==> config.mk <==
export PLATFORM = sky130hd
export DESIGN_NAME = uart_ascii_rx
export DESIGN_NICKNAME = d
export VERILOG_FILES = /design/src/rtl/uart_ascii_rx.sv
export SDC_FILE = /design/constraint.sdc
export NUM_CORES = 1
export LEC_CHECK = 0
export CORE_MARGIN = 1.5
export CORE_UTILIZATION = 52
export CTS_CLUSTER_DIAMETER = 150
export DETAILED_ROUTE_END_ITERATION = 7
export PLACE_DENSITY_LB_ADDON = 0.3
export SETUP_SLACK_MARGIN = 0.2
export SYNTH_ARGS = -nofsm -noshare
export SYNTH_HDL_FRONTEND = slang
export SYNTH_SLANG_ARGS = --single-unit
==> constraint.sdc <==
create_clock -name clk -period 5.35 [get_ports clk]
set_input_delay 1.07 -clock clk [delete_from_list [all_inputs] [get_ports clk]]
set_output_delay 1.07 -clock clk [all_outputs]
set_load 0.05 [all_outputs]
==> src/rtl/uart_ascii_rx.sv <==
// uart_ascii_rx: 8N1 UART receiver that delivers 7-bit ASCII characters to the command decoder.
// Latency: data_ready rises 2 + CLKS_PER_BIT/2 + 9*CLKS_PER_BIT + 1 cycles after the start-bit edge at the pin.
// Backpressure: none; the decoder must take each one-cycle data_ready strobe as it occurs.
//
// Ports:
//   clk        - system clock; all logic runs on its rising edge
//   rst        - asynchronous active-high reset
//   rx         - asynchronous serial line, idles high
//   data       - last good character (bits [6:0] of the received byte)
//   data_ready - one-cycle strobe that marks a new valid data
//   frame_err  - one-cycle strobe for a frame with a bad (low) stop bit
//   busy       - high while a frame is in progress (START, DATA, STOP)
//
// CLKS_PER_BIT = CLK_HZ/BAUD must be at least 4, so that the half-bit count is at least 2.
module uart_ascii_rx #(
  parameter int CLK_HZ = 100_000_000,
  parameter int BAUD   = 9600
) (
  input  logic       clk,
  input  logic       rst,
  input  logic       rx,
  output logic [6:0] data,
  output logic       data_ready,
  output logic       frame_err,
  output logic       busy
);

  localparam int CLKS_PER_BIT = CLK_HZ / BAUD;
  localparam int HALF_BIT     = CLKS_PER_BIT / 2;
  localparam int CW           = $clog2(CLKS_PER_BIT);

  // The counter restarts at 0 on every state entry and sample, so a compare
  // against N-1 gives an N-cycle interval.
  localparam logic [CW-1:0] CNT_FULL = CW'(CLKS_PER_BIT - 1);
  localparam logic [CW-1:0] CNT_HALF = CW'(HALF_BIT - 1);

  typedef enum logic [2:0] {
    IDLE,
    START,
    DATA,
    STOP,
    DELIVER,
    WAIT_IDLE
  } state_t;

  state_t          state, state_n;
  logic [CW-1:0]   cnt, cnt_n;
  logic [2:0]      bit_cnt, bit_cnt_n;
  logic [7:0]      shift, shift_n;
  logic [6:0]      data_n;
  logic            data_ready_n;
  logic            frame_err_n;
  logic            rx_meta;
  logic            rx_s;

  // Two-flop synchroniser. Both flops reset to the idle level so that reset
  // is never mistaken for a start bit.
  always_ff @(posedge clk or posedge rst) begin
    if (rst) begin
      rx_meta <= 1'b1;
      rx_s    <= 1'b1;
    end else begin
      rx_meta <= rx;
      rx_s    <= rx_meta;
    end
  end

  always_ff @(posedge clk or posedge rst) begin
    if (rst) begin
      state      <= IDLE;
      cnt        <= '0;
      bit_cnt    <= '0;
      shift      <= '0;
      data       <= '0;
      data_ready <= 1'b0;
      frame_err  <= 1'b0;
    end else begin
      state      <= state_n;
      cnt        <= cnt_n;
      bit_cnt    <= bit_cnt_n;
      shift      <= shift_n;
      data       <= data_n;
      data_ready <= data_ready_n;
      frame_err  <= frame_err_n;
    end
  end

  always_comb begin
    state_n      = state;
    cnt_n        = cnt + CW'(1);
    bit_cnt_n    = bit_cnt;
    shift_n      = shift;
    data_n       = data;
    data_ready_n = 1'b0;
    frame_err_n  = 1'b0;

    case (state)
      IDLE: begin
        cnt_n = '0;
        if (!rx_s) begin
          bit_cnt_n = '0;
          state_n   = START;
        end
      end

      // Re-check the line at mid start bit; a short low pulse is rejected here.
      START: begin
        if (cnt == CNT_HALF) begin
          cnt_n   = '0;
          state_n = rx_s ? IDLE : DATA;
        end
      end

      // LSB first: each new bit enters at the top and walks down to bit 0.
      DATA: begin
        if (cnt == CNT_FULL) begin
          cnt_n   = '0;
          shift_n = {rx_s, shift[7:1]};
          if (bit_cnt == 3'd7) begin
            state_n = STOP;
          end else begin
            bit_cnt_n = bit_cnt + 3'd1;
          end
        end
      end

      // data is loaded here so it is already stable one cycle before the
      // registered data_ready strobe that DELIVER produces.
      STOP: begin
        if (cnt == CNT_FULL) begin
          cnt_n = '0;
          if (rx_s) begin
            data_n  = shift[6:0];
            state_n = DELIVER;
          end else begin
            frame_err_n = 1'b1;
            state_n     = WAIT_IDLE;
          end
        end
      end

      DELIVER: begin
        cnt_n        = '0;
        data_ready_n = 1'b1;
        state_n      = IDLE;
      end

      // A line held low after a bad stop bit (break) must not look like a
      // fresh start bit; wait for it to return high first.
      WAIT_IDLE: begin
        cnt_n = '0;
        if (rx_s) begin
          state_n = IDLE;
        end
      end

      default: begin
        cnt_n   = '0;
        state_n = IDLE;
      end
    endcase
  end

  assign busy = (state == START) || (state == DATA) || (state == STOP);

endmodule
==> flow_metrics.env, run 1 <==
export IMPL_status="finished clean"
export IMPL_routabilityCongestion=0.8355
export IMPL_clk_pin_slew_ns=0.11
export IMPL_synth_top_area_share_pct=51.78
export IMPL_multiInputGateArea_um2=787.0
export IMPL_drv_slew=0
export IMPL_ys_ff_latch=39
export IMPL_synthSimpleGateAreaFrac_pct=19.10
export IMPL_synthFlopType="dfrtp_1"
export IMPL_die_x_um=61.64
export IMPL_whs_ns=0.3697
export IMPL_worst_setup_path_start_kind="flop"
export IMPL_ys_top_cells_by_area="dfrtp_1 52%, mux2_2 12%, nor2_1 4.0%"
export IMPL_fmax_ghz=0.3235
export IMPL_relSlewSlack_pct=54.40
export IMPL_synthMuxAreaShare_pct=11.97
export IMPL_syn_num_nets=153
export IMPL_hp_class="reg2reg"
export IMPL_final_period_utilization_pct=57.79
export IMPL_grt_max_degree=40
export IMPL_final_setup_viol_count=0
export IMPL_grtUsageTotal_pct=19.61
export IMPL_ys_async_sr_fraction_pct=100.0
export IMPL_fp_coreArea_mm2=0.003311
export IMPL_fin_ws_ns=2.258
export IMPL_path_class="reg2out"
export IMPL_drt_initial_drc_count=43
export IMPL_ff_latch_area_um2=978.4
export IMPL_syn_area_per_cell_um2=12.16
export IMPL_finalHoldViolCount=0
export IMPL_fillCellCount=287
export IMPL_htreeDepth=2
export IMPL_yosysUniqueCellTypes=42
export IMPL_synth_edff_count=0
export IMPL_post_cts_buffers=0
export IMPL_worst_pin_slew_ns=0.6819
export IMPL_vias=1173
export IMPL_netlist_top_cells_count="37 x dfrtp_1, 19 x mux2_2, 19 x nor2_1"
export IMPL_antenna_found_initial=0
export IMPL_ant_nets=0
export IMPL_first_pass_iters=4
export IMPL_hp_start="rx_meta$_DFF_PP1_"
export IMPL_post_cts_resized_instances=0
export IMPL_crit_fanout=14
export IMPL_grt_pass1_vias=1164
export IMPL_die_area_mm2=0.003799
export IMPL_hpwlAfterDp_um=2185
export IMPL_crit_path_end_kind="output pin"
export IMPL_pre_cts_ws_ns=2.637
export IMPL_grt_overflow=0
export IMPL_yosysSeqAreaShare_pct=54.72
export IMPL_synth_top_family_by_area="simple AND/OR/NAND/NOR gates"
export IMPL_ctsHoldBuffers=0
export IMPL_setup_tns_final_ns=0
export IMPL_fin_skew_ns=0.005828
export IMPL_yosys_area_share_adder_pct=2.099
export IMPL_num_antenna_cells=0
export IMPL_synth_xor_area_share_pct=4.899
export IMPL_min_period_ns=3.092
export IMPL_cp_arrival_ns=2.02
export IMPL_cp_required_ns=4.28
export IMPL_die_h_um=61.64
export IMPL_clk_latency_ns=0.34
export IMPL_syn_to_final_growth_pct=12.53
export IMPL_crit_path_start="state[0]$_DFFE_PP0P_"
export IMPL_ys_warn_count=0
export IMPL_synth_area_mm2=0.001788
export IMPL_rr_startpoint="cnt[3]$_DFF_PP0_"
export IMPL_cts_buffer_depth=2
export IMPL_drt_vias_per_instance=5.559
export IMPL_routed_wl_um=3120
export IMPL_cts_sinks=39
export IMPL_rows=21
export IMPL_routedWlPerCell_um=14.79
export IMPL_cts_root_buffer="clkbuf_4"
export IMPL_synthMostInstantiatedCell="dfrtp_1"
export IMPL_power_density_mw_per_mm2=223.5
export IMPL_peakVddDrop_mv=0.1519
export IMPL_finalCoreUtilization_pct=60.77
export IMPL_cts_tree="done"
export IMPL_layout_drive_gt1_share_pct=22.42
export IMPL_initial_utilization_pct=54.01
export IMPL_numCtsBuffers=5
export IMPL_rsz0062_at_grt="false"
export IMPL_route_detailed_drc=0
export IMPL_nNetsFinal=170
export IMPL_yosysTopAreaCell="dfrtp_1"
export IMPL_max_cap_viol_count=0
export IMPL_leakage_uw=0.0009135
export IMPL_grt_pass1_wl_um=5313
export IMPL_num_io_pins=13
export IMPL_syn_inst=147
export IMPL_synth_compound_area_share_pct=5.948
export IMPL_io_buffers=12
==> layout by cell type (no fill, tap or decap), drive strengths merged, types with 2 or more instances in the layout <==
cell type	count
nand4	4
o21ai	3
dfstp	2
nor3	3
and4bb	2
nor2	19
dfrtp	37
nand2	6
clkbuf	6
nand2b	2
and2	2
xnor2	2
clkdlybuf4s50	12
mux2	19
nand3	4
ha	3
and4	3
inv	2
or4	2
xor2	8
nor3b	3
==> state kept, by name (all words and copies together) (netlist names) <==
name,flops
cnt,14
shift,8
data,7
bit_cnt,3
state,3
data_ready,1
frame_err,1
rx_meta,1
rx_s,1
==> final timing paths <==
check                                  endpoint  slack, ns  cells past startpoint
setup / recovery                           busy       2.26                      3
hold / removal                   rx_s$_DFF_PP1_       0.37                      0
setup reg to reg              cnt[13]$_DFF_PP0_       2.97                      4
hold reg to reg                  rx_s$_DFF_PP1_       0.37                      0
max in group asynchronous     rx_meta$_DFF_PP1_       3.86                      3
min in group asynchronous  state[0]$_DFFE_PP0P_       1.13                      3
==> layout make-up <==
type / count / share of cell area, %
sequential: 39 / 48.63
timing repair buffer: 13 / 6.343
multi-input combinational: 103 / 39.12
inverter: 2 / 0.3731
clock inverter: 2 / 0.6219
tap: 46 / 2.861
clock buffer: 6 / 2.052
==> report_power, final <==
| part | internal, µW | total, µW | switching, µW | leakage (µW) |
|---|---|---|---|---|
| combinational | 2.59 | 9.02 | 6.42 | 0.000362 |
| clock | 50.7 | 144 | 93.1 | 0.0000282 |
| sequential | 296 | 297 | 0.856 | 0.000523 |
| total | 349 | 450 | 100 | 0.000914 |
==> stage by stage <==
| step | power [µW] | instance area, µm² | std cells |
|---|---|---|---|
| 2_1_floorplan | 307.9 | 1788 | 147 |
| 3_3_place_gp | 311.5 | 1958 | 203 |
| 3_5_place_dp | 312.0 | 1958 | 203 |
| 4_1_cts | 455.3 | 2012 | 211 |
| 5_1_grt | 470.2 | 2012 | 211 |
| 6_report | 449.7 | 2012 | 211 |
==> per-layer routing <==
metal | wire, µm | vias up | track usage, %
li1 | - | 568 | -
met1 | 1463 | 583 | 26.39
met2 | 1521 | 15 | 29.32
met3 | 76 | 7 | 4.622
met4 | 58 | 0 | 10.64
met5 | 0 | - | 0
==> cells by family (layout without fill, tap and decap cells) <==
| family | count (synthesis) | count (layout) |
|---|---|---|
| simple gates | 58 | 58 |
| flops | 39 | 39 |
| mux | 19 | 19 |
| compound gates | 13 | 13 |
| xor+xnor | 10 | 10 |
| buf+inv | 5 | 23 |
| fa+ha+maj | 3 | 3 |
==> critical path: stages, from the launching register on <==
cell and delay [ns]:
dfrtp_1 0.64, nor2_1 0.13, nor2_1 0.11, clkdlybuf4s50_1 0.80
Note: power is estimated with default switching activity, not from simulation.
==> inputs of run 2 (changes only) <==
clock period = 3 ns   (was 5.35 ns; I/O delays follow)
==> flow_metrics.env, run 2 (synthesis gave the netlist of run 1 again) <==
export IMPL_status="finished clean"
export IMPL_numCtsBuffers=5
export IMPL_die_h_um=61.64
export IMPL_hp_class="reg2reg"
export IMPL_relSlewSlack_pct=56.21
export IMPL_die_area_mm2=0.003799
export IMPL_fin_cells=211
export IMPL_vias=1192
export IMPL_r2r_setup_slack_ns=0.63
export IMPL_pre_cts_ws_ns=0.6586
export IMPL_post_cts_buffers=0
export IMPL_whs_ns=0.3716
export IMPL_dpl_cell_area_mm2=0.001958
export IMPL_drv_slew=0
export IMPL_largest_register="cnt"
export IMPL_clk_pin_slew_ns=0.13
export IMPL_reg_largest_list="cnt x14, shift x8, data x7"
export IMPL_ff_latch_area_um2=978.4
export IMPL_hp_start="rx_meta$_DFF_PP1_"
export IMPL_fp_coreArea_mm2=0.003311
export IMPL_final_common_cell="dfrtp_1"
export IMPL_cts_sinks=39
export IMPL_num_io_pins=13
export IMPL_fin_skew_ns=0.01188
export IMPL_grt_max_degree=40
export IMPL_htreeDepth=2
export IMPL_cts_tree="done"
export IMPL_layout_drive_gt1_share_pct=23.03
export IMPL_holdPathEnd="rx_s$_DFF_PP1_"
export IMPL_peakVddDrop_mv=0.3489
export IMPL_drt_initial_drc_count=38
export IMPL_reg2reg_depth=4
export IMPL_ctsHoldBuffers=0
export IMPL_setup_tns_final_ns=0
export IMPL_antenna_found_initial=0
export IMPL_final_setup_viol_count=0
export IMPL_die_x_um=61.64
export IMPL_drt_vias_per_instance=5.649
export IMPL_fin_ws_ns=0.3312
export IMPL_clk_latency_ns=0.35
export IMPL_route_detailed_drc=0
export IMPL_routabilityCongestion=0.8802
export IMPL_max_cap_viol_count=0
export IMPL_crit_fanout=14
export IMPL_largest_reg_flops=14
export IMPL_io_buffers=12
export IMPL_rows=21
export IMPL_regToRegEndpoint="cnt[13]$_DFF_PP0_"
export IMPL_finalHoldViolCount=0
export IMPL_initial_utilization_pct=54.01
export IMPL_grt_overflow=0
export IMPL_cp_required_ns=2.40
export IMPL_min_period_ns=2.669
export IMPL_path_class="reg2out"
export IMPL_leakage_uw=0.0009131
export IMPL_multiInputGateArea_um2=787.0
export IMPL_routed_wl_um=3054
export IMPL_post_cts_resized_instances=0
export IMPL_rsz0062_at_grt="false"
export IMPL_grt_pass1_wl_um=5161
export IMPL_num_antenna_cells=0
export IMPL_grt_pass1_vias=1128
export IMPL_nNetsFinal=170
export IMPL_cp_arrival_ns=2.07
export IMPL_design_area_mm2=0.002019
export IMPL_final_period_utilization_pct=88.96
export IMPL_crit_path_end_kind="output pin"
export IMPL_dp_cells=203
export IMPL_syn_to_final_growth_pct=12.95
export IMPL_ant_nets=0
export IMPL_fillCellCount=275
export IMPL_worst_setup_path_start_kind="flop"
export IMPL_cts_root_buffer="clkbuf_4"
export IMPL_cts_buffer_depth=2
export IMPL_rr_startpoint="cnt[3]$_DFF_PP0_"
export IMPL_grtUsageTotal_pct=18.87
export IMPL_first_pass_iters=4
export IMPL_power_density_mw_per_mm2=406.9
export IMPL_hpwlAfterDp_um=2157
export IMPL_fmax_ghz=0.3747
export IMPL_mostFrequentLayoutCells="37 x dfrtp_1, 19 x nor2_1, 19 x mux2_2"
export IMPL_worst_pin_slew_ns=0.6548
export IMPL_min_path_cells=0
export IMPL_routedWlPerCell_um=14.47
run 2: changes by cell type in the layout (fill, tap and decap cells not counted):
cell,change
clkinvlp_4,+1
clkinv_2,-1
inv_6,+1
clkbuf_1,-1
run 2: stage by stage:
stage / util (%) / total power [µW]
finish: 61.00 / 821.7
global route: 61.00 / 858.8
CTS: 61.00 / 835.2
detailed placement: 59.15 / 556.0
global placement: 59.15 / 555.2
floorplan: - / 549.1
run 2: worst max path at each step:
stage	startpoint	end
after floorplan	state[0]$_DFFE_PP0P_	busy
after global placement	cnt[3]$_DFF_PP0_	cnt[13]$_DFF_PP0_
after detailed placement	cnt[3]$_DFF_PP0_	cnt[13]$_DFF_PP0_
after CTS	state[0]$_DFFE_PP0P_	busy
after global routing	state[0]$_DFFE_PP0P_	busy
final	state[0]$_DFFE_PP0P_	busy
run 2: power by group:
| group | switching, µW | internal, µW | total [µW] |
|---|---|---|---|
| Combinational | 11.1 | 4.63 | 15.7 |
| Clock | 183 | 93.8 | 277 |
| Sequential | 1.35 | 528 | 529 |
| Total | 195 | 626 | 822 |
run 2: critical path, cell delays in order, from the launching register on:
cell	delay, ns
dfrtp_1	0.65
nor2_1	0.14
nor2_1	0.12
clkdlybuf4s50_1	0.81
run 2: cell type report:
cell class,count,share of cell area (%)
flip-flops and latches,39,48.45
multi-input cells,103,38.97
repair buffers,13,6.320
well taps,46,2.850
clock buffers,5,1.859
clock inverters,3,1.177
inverters,2,0.3717
run 2: routing by layer:
layer,vias to the layer above,share of wire [%],global-route usage (%)
met5,-,0,0
met4,0,1.7,7.903
met3,8,3.7,5.882
met2,27,49,29.62
met1,592,46,24.22
li1,565,-,-
==> inputs of run 3 (changes only) <==
SLEW_MARGIN = 20   (was not set)
==> results of run 3 <==
The final DEF is identical to that of run 2; final timing and power are the same.
